### config.mk
export PLATFORM = sky130hd
export DESIGN_NAME = mem_access_stage
export DESIGN_NICKNAME = d
export VERILOG_FILES = /design/src/rtl/mem_access_stage.sv
export SDC_FILE = /design/constraint.sdc
export NUM_CORES = 1
export LEC_CHECK = 0
export ABC_AREA = 1
export BUFFER_PORTS_ARGS = -buffer_cell sky130_fd_sc_hd__buf_2
export CAP_MARGIN = 40
export CORE_UTILIZATION = 47
export CTS_CLUSTER_DIAMETER = 50
export CTS_CLUSTER_SIZE = 20
export DETAILED_ROUTE_END_ITERATION = 16
export HOLD_SLACK_MARGIN = 0.06
export PLACE_DENSITY = 0.76
export SLEW_MARGIN = 40
export SYNTH_ARGS = -nofsm -noshare
export SYNTH_HDL_FRONTEND = slang
export SYNTH_SLANG_ARGS = --single-unit
### constraint.sdc
create_clock -name clk -period 1.25 [get_ports clk]
set_input_delay 0.1875 -clock clk [delete_from_list [all_inputs] [get_ports clk]]
set_output_delay 0.1875 -clock clk [all_outputs]
set_load 0.1 [all_outputs]
### src/rtl/mem_access_stage.sv
// MEM pipeline stage: drives a req/ack data-memory port, stalls upstream while an access
// is outstanding, aborts stuck accesses after TIMEOUT wait cycles, and registers MEM/WB values.
module mem_access_stage #(
  parameter int DATA_W  = 8,
  parameter int TIMEOUT = 15
) (
  input  logic              clk,
  input  logic              rst,
  input  logic [DATA_W-1:0] ex_pc_plus1,
  input  logic [DATA_W-1:0] ex_rd2,
  input  logic [1:0]        ex_rd_idx,
  input  logic [DATA_W-1:0] ex_alu_res,
  input  logic              ex_memread,
  input  logic              ex_memwrite,
  input  logic [1:0]        ex_memtoreg,
  input  logic              ex_regwrite,
  input  logic [DATA_W-1:0] ex_ip,
  output logic              mem_req,
  output logic              mem_we,
  output logic [DATA_W-1:0] mem_addr,
  output logic [DATA_W-1:0] mem_wdata,
  input  logic [DATA_W-1:0] mem_rdata,
  input  logic              mem_ack,
  output logic              stall_o,
  output logic              mem_err,
  output logic [DATA_W-1:0] wb_pc_plus1,
  output logic [DATA_W-1:0] wb_alu_res,
  output logic [DATA_W-1:0] wb_mem_data,
  output logic [DATA_W-1:0] wb_ip,
  output logic [1:0]        wb_rd_idx,
  output logic [1:0]        wb_memtoreg,
  output logic              wb_regwrite
);
  localparam int CW = $clog2(TIMEOUT + 1);

  typedef enum logic {IDLE, WAIT} state_t;

  state_t            r_state, w_next;
  logic [CW-1:0]     r_wait_cnt;
  logic [DATA_W-1:0] r_pc, r_ip;
  logic [1:0]        r_rd_idx, r_memtoreg;
  logic              r_regwrite;
  logic              w_mem_op, w_timeout, w_done;

  assign w_mem_op  = ex_memread | ex_memwrite;
  assign w_timeout = (r_wait_cnt == CW'(TIMEOUT - 1));

  always_ff @(posedge clk) begin
    if (rst) r_state <= IDLE;
    else     r_state <= w_next;
  end

  // Ack and timeout both release the pipeline on the same edge the stage returns to IDLE.
  always_comb begin
    w_next  = r_state;
    stall_o = 1'b0;
    w_done  = 1'b0;
    case (r_state)
      IDLE: if (w_mem_op) begin
        stall_o = 1'b1;
        w_next  = WAIT;
      end
      WAIT: if (mem_ack || w_timeout) begin
        w_done = 1'b1;
        w_next = IDLE;
      end else begin
        stall_o = 1'b1;
      end
      default: w_next = IDLE;
    endcase
  end

  // mem_addr doubles as the latched ALU result for the eventual writeback.
  always_ff @(posedge clk) begin
    if (rst) begin
      r_wait_cnt  <= '0;
      r_pc        <= '0;
      r_ip        <= '0;
      r_rd_idx    <= '0;
      r_memtoreg  <= '0;
      r_regwrite  <= 1'b0;
      mem_req     <= 1'b0;
      mem_we      <= 1'b0;
      mem_addr    <= '0;
      mem_wdata   <= '0;
      mem_err     <= 1'b0;
      wb_pc_plus1 <= '0;
      wb_alu_res  <= '0;
      wb_mem_data <= '0;
      wb_ip       <= '0;
      wb_rd_idx   <= '0;
      wb_memtoreg <= '0;
      wb_regwrite <= 1'b0;
    end else if (r_state == IDLE) begin
      if (w_mem_op) begin
        mem_req     <= 1'b1;
        mem_we      <= ex_memwrite;
        mem_addr    <= ex_alu_res;
        mem_wdata   <= ex_rd2;
        r_pc        <= ex_pc_plus1;
        r_ip        <= ex_ip;
        r_rd_idx    <= ex_rd_idx;
        r_memtoreg  <= ex_memtoreg;
        r_regwrite  <= ex_regwrite;
        r_wait_cnt  <= '0;
        wb_regwrite <= 1'b0;
      end else begin
        wb_pc_plus1 <= ex_pc_plus1;
        wb_alu_res  <= ex_alu_res;
        wb_mem_data <= '0;
        wb_ip       <= ex_ip;
        wb_rd_idx   <= ex_rd_idx;
        wb_memtoreg <= ex_memtoreg;
        wb_regwrite <= ex_regwrite;
      end
    end else if (w_done) begin
      mem_req     <= 1'b0;
      wb_pc_plus1 <= r_pc;
      wb_alu_res  <= mem_addr;
      wb_ip       <= r_ip;
      wb_rd_idx   <= r_rd_idx;
      wb_memtoreg <= r_memtoreg;
      if (mem_ack) begin
        wb_regwrite <= r_regwrite;
        wb_mem_data <= mem_we ? '0 : mem_rdata;
      end else begin
        wb_regwrite <= 1'b0;
        wb_mem_data <= '0;
        mem_err     <= 1'b1;
      end
    end else begin
      r_wait_cnt  <= r_wait_cnt + 1'b1;
      wb_regwrite <= 1'b0;
    end
  end
endmodule

Word level (Yosys, flattened, before mapping):

Cells that the tools add are included.

* register bits after elaboration: 82
* input port bits: 50
* output and inout port bits: 57
* word-level logic and storage cells: 69

* add/subtract/negate cells: 1
* equal/unequal tests: 4
* multiplexer cells: 35
* bitwise gates (word level): 3
* reductions and logical operators: 7

Operator list (count)
* 8-bit 2-to-1 mux: 14
* 2-bit 2-to-1 mux: 6
* 4-bit 2-to-1 mux: 3
* 1-bit 2-to-1 mux: 11
* 2-bit AND reduction: 4
* 4-bit by 1-bit adder with 4-bit output, second input constant: 1
* 4-bit == test, second input constant: 1
* 2-bit != test, second input constant: 2
* 3-bit AND reduction: 1
* 2-bit by 1-bit != test with 1-bit output, second input constant: 1
* 1-bit inverter: 2
* 1-bit one-hot mux with 2 select lines: 1
* 2-bit nonzero test: 1
* 1-bit logical OR: 1
* 1-bit bitwise OR: 1

Logic depth before layout (Yosys ltp):

Gate-level depths: netlist of the first run.

* depth after elaboration: 6
* mapped depth: 8
* mapped depth without buffers: 8

Worst setup path after synthesis of the first run:

No wires, ideal clock.

* path kind: register to register
* start: register r_wait_cnt[0]
* end: register wb_mem_data[0]
* setup time: 0.062 ns
* data arrival time: 1.417 ns
* required time: 1.188 ns
* setup slack: -0.228 ns
* cell stages (with the launch flop): 9
* buffers on the path: 1
* period minus slack after synthesis: 1.478 ns
* cell sequence: dfxtp_1 inv_1 ha_1 nand3_2 nand3_4 nand2_1 buf_4 nand3_1 nand2_1

* cells in the longest elaborated chain, start to end: 6

Ends and longest elaborated chain
* start, declared: RTL line 39 `logic [CW-1:0] r_wait_cnt;`
* start signal, assigned: RTL line 132 `r_wait_cnt <= r_wait_cnt + 1'b1;`
* 4-bit == test: RTL line 46 `assign w_timeout = (r_wait_cnt == CW'(TIMEOUT - 1));`
* 1-bit logical OR: RTL line 63 `WAIT: if (mem_ack || w_timeout) begin`
* 1-bit 2-to-1 mux: RTL line 63
* 1-bit 2-to-1 mux: RTL line 58 `case (r_state)`
* 2-bit by 1-bit != test with 1-bit output (no source line)
* 2-bit AND reduction (no source line)
* end signal, assigned: RTL line 125 `wb_mem_data <= mem_we ? '0 : mem_rdata;`
* end, declared: RTL line 28 `output logic [DATA_W-1:0] wb_mem_data,`

No other way between the ends.
A chain may end at the register's enable or synchronous reset.

Final worst setup path of the first run:

* start: register r_wait_cnt[0]
* end: output stall_o

* cells in the longest elaborated chain, start to end: 4

Ends and longest elaborated chain
* 4-bit == test: RTL line 46
* 1-bit logical OR: RTL line 63
* 1-bit 2-to-1 mux: RTL line 63
* 1-bit one-hot mux with 2 select lines: RTL line 58
* end, declared: RTL line 24 `output logic stall_o,`

No other way between the ends.

==> results.py, run 1 <==
metrics = {
    "status": {
        "status": "finished with violations",
        "violations": "negative setup slack",
    },
    "layout": {
        "fraction_of_layout_cells_with_a_size_suffix_above_1_pct": 40.56,
        "final_common_cell": "sky130_fd_sc_hd__nor2_1",
        "areaGrowthSynthToFinish_pct": 54.95,
        "diodes": 0,
        "fin_cells": 703,
        "layout.cells.most_common_list": "sky130_fd_sc_hd__nor2_1, sky130_fd_sc_hd__nand2_1, sky130_fd_sc_hd__dfxtp_1",
        "fin_nets": 652,
        "fill_cells": 508,
    },
    "clock_network": {
        "ctsLongestPathBuffers": 2,
        "clkSlewWorstSetupHoldPaths_ps": 80,
        "cts-htree-levels": 3,
        "clk-insertion-delay-late_ps": 360,
        "cts_tree": "built",
        "clkSinkCount": 82,
        "root_buffer": "sky130_fd_sc_hd__clkbuf_8",
        "cts-buffers-inserted": 9,
    },
    "worst_hold_path": {
        "worstHoldPathType": "input pin to flip-flop",
        "worstHoldStart": "mem_rdata[3]",
        "min_delay_worst_endpoint": "wb_mem_data[3]",
        "min_delay_path_depth": 3,
    },
    "sta": {
        "tightestPinTransition_ps": 297.5,
        "timing.setup.tns_ps": -7560,
        "maxClockFrequency_ghz": 0.6548,
        "rsz0062_at_grt": "yes",
        "share_of_the_clock_period_used_by_the_worst_path_after_layout_pct": 122.2,
        "setup-violations-final": 42,
        "fin_skew_ps": 9.081,
        "maxSlewHeadroom_pct": 80.09,
        "timing.final.ws_setup_ps": -277.2,
        "final-hold-violation-count": 0,
        "report.final.slew_viol_count": 0,
        "min_period_ps": 1527,
    },
    "floorplan": {
        "floorplan.rows": 31,
        "core_area_um2": 7408,
        "die_outline_area_um2": 8212,
        "boundaryPins": 107,
        "die_h_um": 90.62,
        "starting_density_of_the_core_pct": 49.82,
        "fp.dieW_um": 90.62,
    },
    "pwr": {
        "p_comb_share_pct": 37.7,
        "totalPowerFinal_mw": 8.342,
        "net-switching-power_mw": 3.278,
        "clockPowerShare_pct": 25.3,
        "total_leakage_power_nw": 2.542,
        "p_int_mw": 5.064,
        "share_seq_of_total_power_pct": 37.0,
        "ir_drop_mv": 0.9716,
        "power_density_nw_per_um2": 1459,
        "swShare_pct": 39.30,
    },
    "critical_path": {
        "critPathLaunchType": "flip-flop",
        "flop_to_flop_setup_slack_ps": -250,
        "critPathMostFrequentCell": "sky130_fd_sc_hd__nand3_4",
        "critical_path.reg2reg.startpoint": "r_wait_cnt[0]",
        "r2r-end": "wb_pc_plus1[0]",
        "cp-end-kind": "output port",
        "reg2regPathDepth": 10,
        "crit_path_top_delay_cell": "sky130_fd_sc_hd__dfxtp_2",
        "crit_path_cell_trace": "inv_2 > ha_4 > nand3_4 > nand3_4 > nand2_4 > buf_12",
        "crit_fanout": 2,
        "arrival_ps": 1340,
        "worst-endpoint-required_ps": 1060,
        "max_stage_delay_ps": 340,
        "path_class": "flip-flop to output port",
    },
    "placement": {
        "dpl.hpwl_um": 6444,
        "dp.cells": 668,
        "gpl.final_weighted_congestion": 0.7507,
        "place_ws_ps": -44.78,
        "placement.io_buffers": 106,
    },
    "detailed_routing": {
        "detail_route.drc_violations": 0,
        "routedWlPerCell_um": 15.87,
        "number_of_vias_after_detailed_routing": 3766,
        "drt_pass1_iterations": 4,
        "mean_number_of_vias_per_cell": 5.357,
        "final_antenna_net_count": 0,
        "finalWirelength_um": 11160,
        "drtIter0Drc": 146,
    },
    "logic_synthesis": {
        "mappedNetlistArea_um2": 3691,
        "syn_area_per_cell_um2": 7.771,
        "yosysWarnings": 0,
        "syn_inst": 475,
        "synth.net_count": 527,
        "synth.area.top_cells": "sky130_fd_sc_hd__dfxtp_1, sky130_fd_sc_hd__nand2_1, sky130_fd_sc_hd__nor2_1, sky130_fd_sc_hd__a211oi_2, sky130_fd_sc_hd__nand3_1",
        "synthDistinctLibCells": 25,
        "cell_type_contributing_the_most_total_cell_area_after_synthesis": "sky130_fd_sc_hd__dfxtp_1",
        "synth.yosys.seq_area_share_pct": 44.47,
        "postSynthRegisterBits": 82,
        "synth.top_cell.area_share_pct": 44.47,
        "synth_ff_type": "sky130_fd_sc_hd__dfxtp_1",
        "synth-async-reset-ratio_pct": 0,
        "synth_enable_flop_cells": 0,
    },
    "global_route": {
        "number_of_global_route_vias_before_repair": 3510,
        "grt-ovfl-total": 0,
        "wire_length_of_the_first_global_routing_pass_um": 16050,
        "antenna_found_initial": 0,
        "grt_start_max_net_pins": 47,
        "gr-usage-all-layers_pct": 24.14,
    },
    "job": {
        "maxCapViolations": 0,
    },
}
[Yosys cell counts, types with 5 or more instances]
master,n
sky130_fd_sc_hd__buf_6,5
sky130_fd_sc_hd__o21ai_0,14
sky130_fd_sc_hd__dfxtp_1,82
sky130_fd_sc_hd__clkbuf_1,6
sky130_fd_sc_hd__a21oi_1,34
sky130_fd_sc_hd__nor2_1,82
sky130_fd_sc_hd__nand3_1,46
sky130_fd_sc_hd__buf_4,8
sky130_fd_sc_hd__nand2_1,82
sky130_fd_sc_hd__a211oi_2,22
sky130_fd_sc_hd__o21a_1,26
sky130_fd_sc_hd__inv_1,31
sky130_fd_sc_hd__buf_2,17
[through the flow]
step,hold WS [ps],instance area (um^2),utilization (%)
2_1_floorplan,318.8,3790,-
3_3_place_gp,408.4,5014,67.67
3_5_place_dp,414.3,5014,67.67
4_1_cts,62.87,5405,72.96
5_1_grt,74.25,5719,77.20
6_report,61.85,5719,77.20
[worst max-delay path, delay by kind of cell (launching register included)]
family,cells,cell delay (ps)
flip-flops,1,340
AND/OR/NAND/NOR,3,270
buffers and inverters,2,220
adder cells (fa/ha/maj),1,150
[worst max path at each step]
stage	start	end	depth (start not counted)
after global placement	r_wait_cnt[0]	stall_o	6
final	r_wait_cnt[0]	stall_o	6
after floorplan	r_wait_cnt[0]	wb_mem_data[0]	8
after global routing	r_wait_cnt[0]	wb_pc_plus1[0]	10
after CTS	r_wait_cnt[0]	stall_o	6
after detailed placement	ex_memwrite	wb_alu_res[3]	8
[layer usage]
metal,vias to the layer above,routed length (um),global-route usage [%]
li1,1810,-,-
met1,1786,4401,28.11
met2,152,5674,41.22
met3,18,882,7.155
met4,0,201,9.812
met5,-,0,0
[timing repair]
action                                 4_1_cts  5_1_grt
buffers inserted                             2        3
endpoints found under the hold margin        9        0
cloned                                       0        6
hold buffers                                 9        0
setup endpoints to repair                   53       56
gates resized for setup                     31       39
pin swaps                                    2        6
[power groups by stage]
| stage | clock network, mW | registers [mW] | logic, mW |
|---|---|---|---|
| 4_1_cts | 2.11 | 3.06 | 2.93 |
| 3_5_place_dp | 0 | 3.11 | 2.84 |
| 3_3_place_gp | 0 | 3.10 | 2.79 |
| 6_report | 2.11 | 3.09 | 3.14 |
| 5_1_grt | 2.25 | 3.11 | 3.28 |
| 2_1_floorplan | 0 | 4.24 | 0.869 |
[state kept, by name (all words and copies together), names as in the netlist]
register and flops:
r_wait_cnt 4, wb_pc_plus1 8, r_rd_idx 2, r_memtoreg 2
r_state 1, wb_ip 8, r_pc 8, wb_regwrite 1
mem_addr 8, mem_err 1, wb_alu_res 8, mem_wdata 8
mem_req 1, mem_we 1, r_ip 8, r_regwrite 1
wb_memtoreg 2, wb_mem_data 8, wb_rd_idx 2
[final cells by class]
| type | instances | area, um^2 | share of cell area (%) |
|---|---|---|---|
| Inverter | 34 | 130.1 | 2.275 |
| Clock inverter | 5 | 80.08 | 1.400 |
| Clock buffer | 10 | 127.6 | 2.231 |
| Timing Repair Buffer | 151 | 1698 | 29.69 |
| Sequential cell | 82 | 1670 | 29.21 |
| Tap cell | 99 | 123.9 | 2.166 |
| Multi-Input combinational cell | 322 | 1889 | 33.03 |
[logic make-up (layout without fill, tap and decap cells)]
kind of cell    Yosys count  after routing  synth area share (%)
compound gates           99             99                 19.86
fa+ha+maj                 2              2                0.6779
simple gates            221            221                 25.36
flops                    82             82                 44.47
buf+inv                  71            200                 9.627
(Power assumes the default switching activity.)
==> inputs of run 2 (changes only) <==
--- a/config.mk
+++ b/config.mk
@@ -14,6 +14,7 @@
 export DETAILED_ROUTE_END_ITERATION = 16
 export HOLD_SLACK_MARGIN = 0.06
 export PLACE_DENSITY = 0.76
+export SKIP_CTS_REPAIR_TIMING = 1
 export SLEW_MARGIN = 40
 export SYNTH_ARGS = -nofsm -noshare
 export SYNTH_HDL_FRONTEND = slang
==> results.py, run 2 (synthesis gave the netlist of run 1 again) <==
metrics = {
    "status": {
        "status": "finished with violations",
        "violations": "negative setup slack",
    },
    "detailed_routing": {
        "final_antenna_net_count": 0,
        "detail_route.drc_violations": 0,
        "drt_pass1_iterations": 5,
        "drtIter0Drc": 153,
        "finalWirelength_um": 9621,
        "routedWlPerCell_um": 13.98,
        "number_of_vias_after_detailed_routing": 3554,
        "mean_number_of_vias_per_cell": 5.166,
    },
    "floorplan": {
        "floorplan.rows": 31,
        "die_h_um": 90.62,
        "starting_density_of_the_core_pct": 49.82,
        "core_area_um2": 7408,
        "boundaryPins": 107,
        "die_outline_area_um2": 8212,
        "fp.dieW_um": 90.62,
    },
    "job": {
        "maxCapViolations": 0,
    },
    "critical_path": {
        "worst-path-stages": 6,
        "cp-end-kind": "output port",
        "critical_path.top_delay_family": "flip-flops",
        "reg2regPathDepth": 8,
        "critical_path.reg2reg.startpoint": "r_wait_cnt[0]",
        "critPathMostFrequentCell": "sky130_fd_sc_hd__nand3_4",
        "crit_path_top_delay_cell": "sky130_fd_sc_hd__dfxtp_2",
        "critPathBufInv": 2,
        "critPathLaunchType": "flip-flop",
        "crit_fanout": 4,
        "arrival_ps": 1340,
        "max_stage_delay_ps": 340,
        "crit_path_cell_trace": "inv_2 > ha_4 > nand3_4 > nand3_4 > nand2_4 > buf_12",
        "r2r-end": "wb_alu_res[6]",
        "path_class": "flip-flop to output port",
        "flop_to_flop_setup_slack_ps": -150,
        "worst-endpoint-required_ps": 1060,
    },
    "placement": {
        "placed_area_um2": 5014,
        "dp.cells": 668,
        "gpl.final_weighted_congestion": 0.7507,
        "dpl.hpwl_um": 6444,
        "placement.io_buffers": 106,
    },
    "global_route": {
        "wire_length_of_the_first_global_routing_pass_um": 15280,
        "gr-usage-all-layers_pct": 22.96,
        "number_of_global_route_vias_before_repair": 3364,
        "grt-ovfl-total": 0,
        "antenna_found_initial": 0,
        "grt_start_max_net_pins": 47,
    },
    "worst_hold_path": {
        "worstHoldPathType": "input pin to flip-flop",
        "min_delay_path_depth": 3,
        "min_delay_worst_endpoint": "wb_mem_data[4]",
        "worstHoldStart": "mem_rdata[4]",
    },
    "sta": {
        "final-hold-violation-count": 0,
        "rsz0062_at_grt": "yes",
        "timing.final.ws_setup_ps": -276.7,
        "maxClockFrequency_ghz": 0.6550,
        "setup-violations-final": 40,
        "report.final.slew_viol_count": 0,
        "fin_skew_ps": 6.140,
        "tightestPinTransition_ps": 296.0,
        "holdWs_ps": 52.36,
        "timing.setup.tns_ps": -3516,
        "maxSlewHeadroom_pct": 80.19,
        "share_of_the_clock_period_used_by_the_worst_path_after_layout_pct": 122.1,
        "min_period_ps": 1527,
    },
    "layout": {
        "final_design_area_no_fill_um2": 5380,
        "fin_cells": 688,
        "final_common_cell": "sky130_fd_sc_hd__nor2_1",
        "diodes": 0,
        "areaGrowthSynthToFinish_pct": 45.76,
        "final_core_util_pct": 72.62,
        "layout.cells.most_common_list": "sky130_fd_sc_hd__nor2_1, sky130_fd_sc_hd__nand2_1, sky130_fd_sc_hd__dfxtp_1",
        "fill_cells": 561,
        "fin_nets": 637,
        "fraction_of_layout_cells_with_a_size_suffix_above_1_pct": 35.99,
    },
    "pwr": {
        "swShare_pct": 38.69,
        "p_comb_share_pct": 36.4,
        "ir_drop_mv": 0.8957,
        "p_int_mw": 4.951,
        "share_seq_of_total_power_pct": 37.9,
        "net-switching-power_mw": 3.124,
        "total_leakage_power_nw": 2.415,
        "clockPowerShare_pct": 25.7,
        "power_density_nw_per_um2": 1501,
    },
    "clock_network": {
        "root_buffer": "sky130_fd_sc_hd__clkbuf_8",
        "cts-buffers-inserted": 9,
        "cts_tree": "built",
        "cts-htree-levels": 3,
        "ctsLongestPathBuffers": 2,
        "clkSlewWorstSetupHoldPaths_ps": 80,
        "clk-insertion-delay-late_ps": 360,
        "clkSinkCount": 82,
    },
}
[run 2: layer usage]
metal | vias up | track usage [%] | wire length, um
met5 | - | 0 | 0
met2 | 114 | 38.64 | 4685
li1 | 1773 | - | -
met4 | 0 | 10.35 | 168
met3 | 16 | 6.987 | 711
met1 | 1651 | 26.70 | 4055
[run 2: worst max path at each step]
stage	slack [ps]	to	startpoint
floorplan	-10	wb_mem_data[0]	r_wait_cnt[0]
CTS	-420	stall_o	r_wait_cnt[0]
detailed placement	-40	wb_alu_res[3]	ex_memwrite
global placement	-4	stall_o	r_wait_cnt[0]
global route	-330	stall_o	r_wait_cnt[0]
finish	-280	stall_o	r_wait_cnt[0]
[run 2: worst min-delay path, delay by kind of cell]
family / cells / cell delay, ps
buf+inv: 1 / 80
simple gates: 2 / 120
[run 2: through the flow]
stage	worst slack, ps	total power [mW]
floorplan	-12.20	5.114
global placement	-4.382	5.890
detailed placement	-44.78	5.947
CTS	-418.1	8.018
global route	-333.8	8.407
finish	-276.7	8.075
[run 2: final cells by class]
cell class	instances	area, um^2	share of cell area [%]
clock buffer	10	127.6	2.372
clock inverter	5	80.08	1.488
inverter	34	130.1	2.419
multi-input combinational	322	1775	33.00
sequential	82	1669	31.02
tap	99	123.9	2.302
timing repair buffer	136	1474	27.40
[run 2: power by group through the flow]
stage	sequential [mW]	combinational [mW]	clock [mW]
finish	3.06	2.94	2.08
global route	3.09	3.09	2.23
CTS	3.05	2.85	2.11
detailed placement	3.11	2.84	0
global placement	3.10	2.79	0
floorplan	4.24	0.869	0
==> inputs of run 3 (changes only) <==
--- a/config.mk
+++ b/config.mk
@@ -5,17 +5,17 @@
 export SDC_FILE = /design/constraint.sdc
 export NUM_CORES = 1
 export LEC_CHECK = 0
-export ABC_AREA = 1
 export BUFFER_PORTS_ARGS = -buffer_cell sky130_fd_sc_hd__buf_2
 export CAP_MARGIN = 40
-export CORE_UTILIZATION = 47
+export CORE_ASPECT_RATIO = 0.6
+export CORE_UTILIZATION = 46
 export CTS_CLUSTER_DIAMETER = 50
 export CTS_CLUSTER_SIZE = 20
 export DETAILED_ROUTE_END_ITERATION = 16
 export HOLD_SLACK_MARGIN = 0.06
 export PLACE_DENSITY = 0.76
 export SKIP_CTS_REPAIR_TIMING = 1
-export SLEW_MARGIN = 40
+export SLEW_MARGIN = 10
 export SYNTH_ARGS = -nofsm -noshare
 export SYNTH_HDL_FRONTEND = slang
 export SYNTH_SLANG_ARGS = --single-unit
==> results.py, run 3 <==
metrics = {
    "status": {
        "status": "finished with violations",
        "violations": "negative setup slack",
    },
    "clock_network": {
        "clk-insertion-delay-late_ps": 340,
        "root_buffer": "sky130_fd_sc_hd__clkbuf_16",
        "ctsLongestPathBuffers": 2,
        "cts-buffers-inserted": 9,
        "clkSinkCount": 82,
        "clkSlewWorstSetupHoldPaths_ps": 60,
        "cts_tree": "built",
        "cts-htree-levels": 3,
    },
    "sta": {
        "final-hold-violation-count": 0,
        "setup-violations-final": 69,
        "maxClockFrequency_ghz": 0.6002,
        "report.final.slew_viol_count": 0,
        "maxSlewHeadroom_pct": 71.94,
        "holdWs_ps": 62.85,
        "share_of_the_clock_period_used_by_the_worst_path_after_layout_pct": 133.3,
        "min_period_ps": 1666,
        "tightestPinTransition_ps": 409.2,
        "fin_skew_ps": 7.270,
        "timing.final.ws_setup_ps": -416.1,
        "rsz0062_at_grt": "yes",
    },
    "detailed_routing": {
        "drt_pass1_iterations": 4,
        "final_antenna_net_count": 0,
        "detail_route.drc_violations": 0,
        "mean_number_of_vias_per_cell": 6.023,
        "finalWirelength_um": 12580,
        "number_of_vias_after_detailed_routing": 3620,
        "routedWlPerCell_um": 20.93,
        "drtIter0Drc": 184,
    },
    "logic_synthesis": {
        "synth_compound_gate_area_share_pct": 24.77,
        "largest_family_of_logic_cells_by_synthesized_area": "compound AO/OA/AOI/OAI gates",
        "synth_enable_flop_cells": 0,
        "yosys.area_share.adder_pct": 0.7199,
        "yosys-top-cells-count": "sky130_fd_sc_hd__dfxtp_1, sky130_fd_sc_hd__nand2_1, sky130_fd_sc_hd__a21oi_1",
        "postSynthRegisterBits": 82,
        "synth_ff_type": "sky130_fd_sc_hd__dfxtp_1",
        "syn_inst": 361,
        "syn_area_per_cell_um2": 9.628,
        "cell_type_contributing_the_most_total_cell_area_after_synthesis": "sky130_fd_sc_hd__dfxtp_1",
        "mux_cell_area_share_after_synthesis_pct": 8.351,
        "synth.top_cell.area_share_pct": 47.23,
        "synth.yosys.seq_area_share_pct": 47.23,
        "yosysWarnings": 0,
        "synthDistinctLibCells": 35,
        "area_share_of_xor_xnor_cells_in_the_synthesized_design_pct": 0,
        "synth.area.top_cells": "sky130_fd_sc_hd__dfxtp_1, sky130_fd_sc_hd__mux2i_1, sky130_fd_sc_hd__nand2_1, sky130_fd_sc_hd__a2111oi_0, sky130_fd_sc_hd__a31o_1",
        "dominant_cell_by_count_in_the_synthesized_netlist": "sky130_fd_sc_hd__dfxtp_1",
        "synth.net_count": 413,
        "synth-async-reset-ratio_pct": 0,
        "yosys.area_share.simple_pct": 11.74,
        "mappedNetlistArea_um2": 3476,
    },
    "floorplan": {
        "core_area_um2": 7297,
        "boundaryPins": 107,
        "starting_density_of_the_core_pct": 47.63,
        "die_outline_area_um2": 7919,
        "fp.dieW_um": 114.2,
        "floorplan.rows": 24,
        "die_h_um": 69.34,
    },
    "placement": {
        "dpl.hpwl_um": 6433,
        "placement.io_buffers": 106,
        "placed_area_um2": 4933,
        "gpl.final_weighted_congestion": 0.7947,
        "dp.cells": 569,
    },
    "pwr": {
        "power_density_nw_per_um2": 1473,
        "p_comb_share_pct": 30.2,
        "swShare_pct": 33.35,
        "net-switching-power_mw": 2.992,
        "clockPowerShare_pct": 36.6,
        "ir_drop_mv": 0.9631,
        "share_seq_of_total_power_pct": 33.2,
        "totalPowerFinal_mw": 8.971,
        "total_leakage_power_nw": 2.368,
        "p_int_mw": 5.979,
    },
    "layout": {
        "final_common_cell": "sky130_fd_sc_hd__dfxtp_1",
        "fraction_of_layout_cells_with_a_size_suffix_above_1_pct": 52.52,
        "layout.cells.most_common_list": "sky130_fd_sc_hd__dfxtp_1, sky130_fd_sc_hd__nand2_1, sky130_fd_sc_hd__buf_2",
        "areaGrowthSynthToFinish_pct": 75.27,
        "final_design_area_no_fill_um2": 6092,
        "fill_cells": 377,
        "layout.area.seq_um2": 1680,
        "diodes": 0,
        "fin_cells": 601,
        "fin_nets": 544,
        "area_taken_by_multi_input_logic_gates_um2": 2112,
    },
    "global_route": {
        "antenna_found_initial": 0,
        "grt_start_max_net_pins": 31,
        "grt-ovfl-total": 0,
        "gr-usage-all-layers_pct": 25.49,
        "number_of_global_route_vias_before_repair": 3137,
        "wire_length_of_the_first_global_routing_pass_um": 15720,
    },
    "critical_path": {
        "critPathLaunch": "r_wait_cnt[0]",
        "path_class": "flip-flop to output port",
        "worst-endpoint-required_ps": 1060,
        "arrival_ps": 1480,
        "cp-end-kind": "output port",
        "critical_path.reg2reg.startpoint": "r_wait_cnt[0]",
        "crit_fanout": 4,
        "critPathLaunchType": "flip-flop",
    },
    "worst_hold_path": {
        "worstHoldPathType": "input pin to flip-flop",
        "worstHoldStart": "mem_rdata[7]",
    },
    "job": {
        "maxCapViolations": 0,
    },
}
[run 3: cell types whose count changed in the layout (fill, tap and decap cells not counted), moves of 25 or more]
cell                      change
sky130_fd_sc_hd__a31o_1      +27
sky130_fd_sc_hd__o21a_1      -26
sky130_fd_sc_hd__nand3_1     -37
sky130_fd_sc_hd__inv_1       -27
sky130_fd_sc_hd__a21oi_2     +25
sky130_fd_sc_hd__mux2i_1     +29
sky130_fd_sc_hd__nor2_1      -79
[run 3: per-layer routing]
| layer | wire length, um | vias to the layer above | track usage, % |
|---|---|---|---|
| met5 | 0 | - | 0 |
| met1 | 5149 | 1801 | 33.50 |
| li1 | - | 1606 | - |
| met2 | 6254 | 186 | 40.34 |
| met3 | 848 | 27 | 8.829 |
| met4 | 327 | 0 | 5.916 |
[run 3: final timing paths]
kind                    end  slack (ps)  cells after the start
min reg2reg         r_pc[5]         460                      2
min          wb_mem_data[7]          60                      2
max reg2reg        wb_ip[6]        -380                      7
max                 stall_o        -420                      5
[run 3: through the flow]
| stage | setup TNS [ps] | util [%] | setup WS, ps |
|---|---|---|---|
| floorplan | -2268 | - | -78.03 |
| global placement | -3372 | 67.61 | -123.4 |
| detailed placement | -5740 | 67.61 | -228.1 |
| CTS | -8285 | 72.72 | -454.8 |
| global route | -14580 | 83.49 | -459.6 |
| finish | -11980 | 83.49 | -416.1 |
[run 3: cells by family after synthesis]
family          Yosys count
mux                      29
flops                    82
buf+inv                  41
compound gates          115
simple gates             92
fa+ha+maj                 2
[run 3: area by class of cell]
type                       instances  area share [%]
inverter                           4          0.2465
multi-input combinational        238           34.67
clock inverter                     3           1.479
sequential                        82           27.58
clock buffer                      13           4.642
timing repair buffer             157           29.25
tap                              104           2.136
[run 3: power by group through the flow]
stage	combinational [mW]	sequential [mW]	clock, mW
after detailed placement	2.29	3.01	0
after CTS	2.30	2.96	3.28
after global placement	2.26	3.01	0
after floorplan	0.663	3.87	0
after global routing	2.80	2.99	3.42
final	2.71	2.98	3.28
[run 3: worst max-delay path: stages, from the launching register on]
cell                      delay (ps)
sky130_fd_sc_hd__dfxtp_2         340
sky130_fd_sc_hd__inv_2            50
sky130_fd_sc_hd__ha_4            160
sky130_fd_sc_hd__and3_4          200
sky130_fd_sc_hd__o21ai_4         190
sky130_fd_sc_hd__buf_12          190
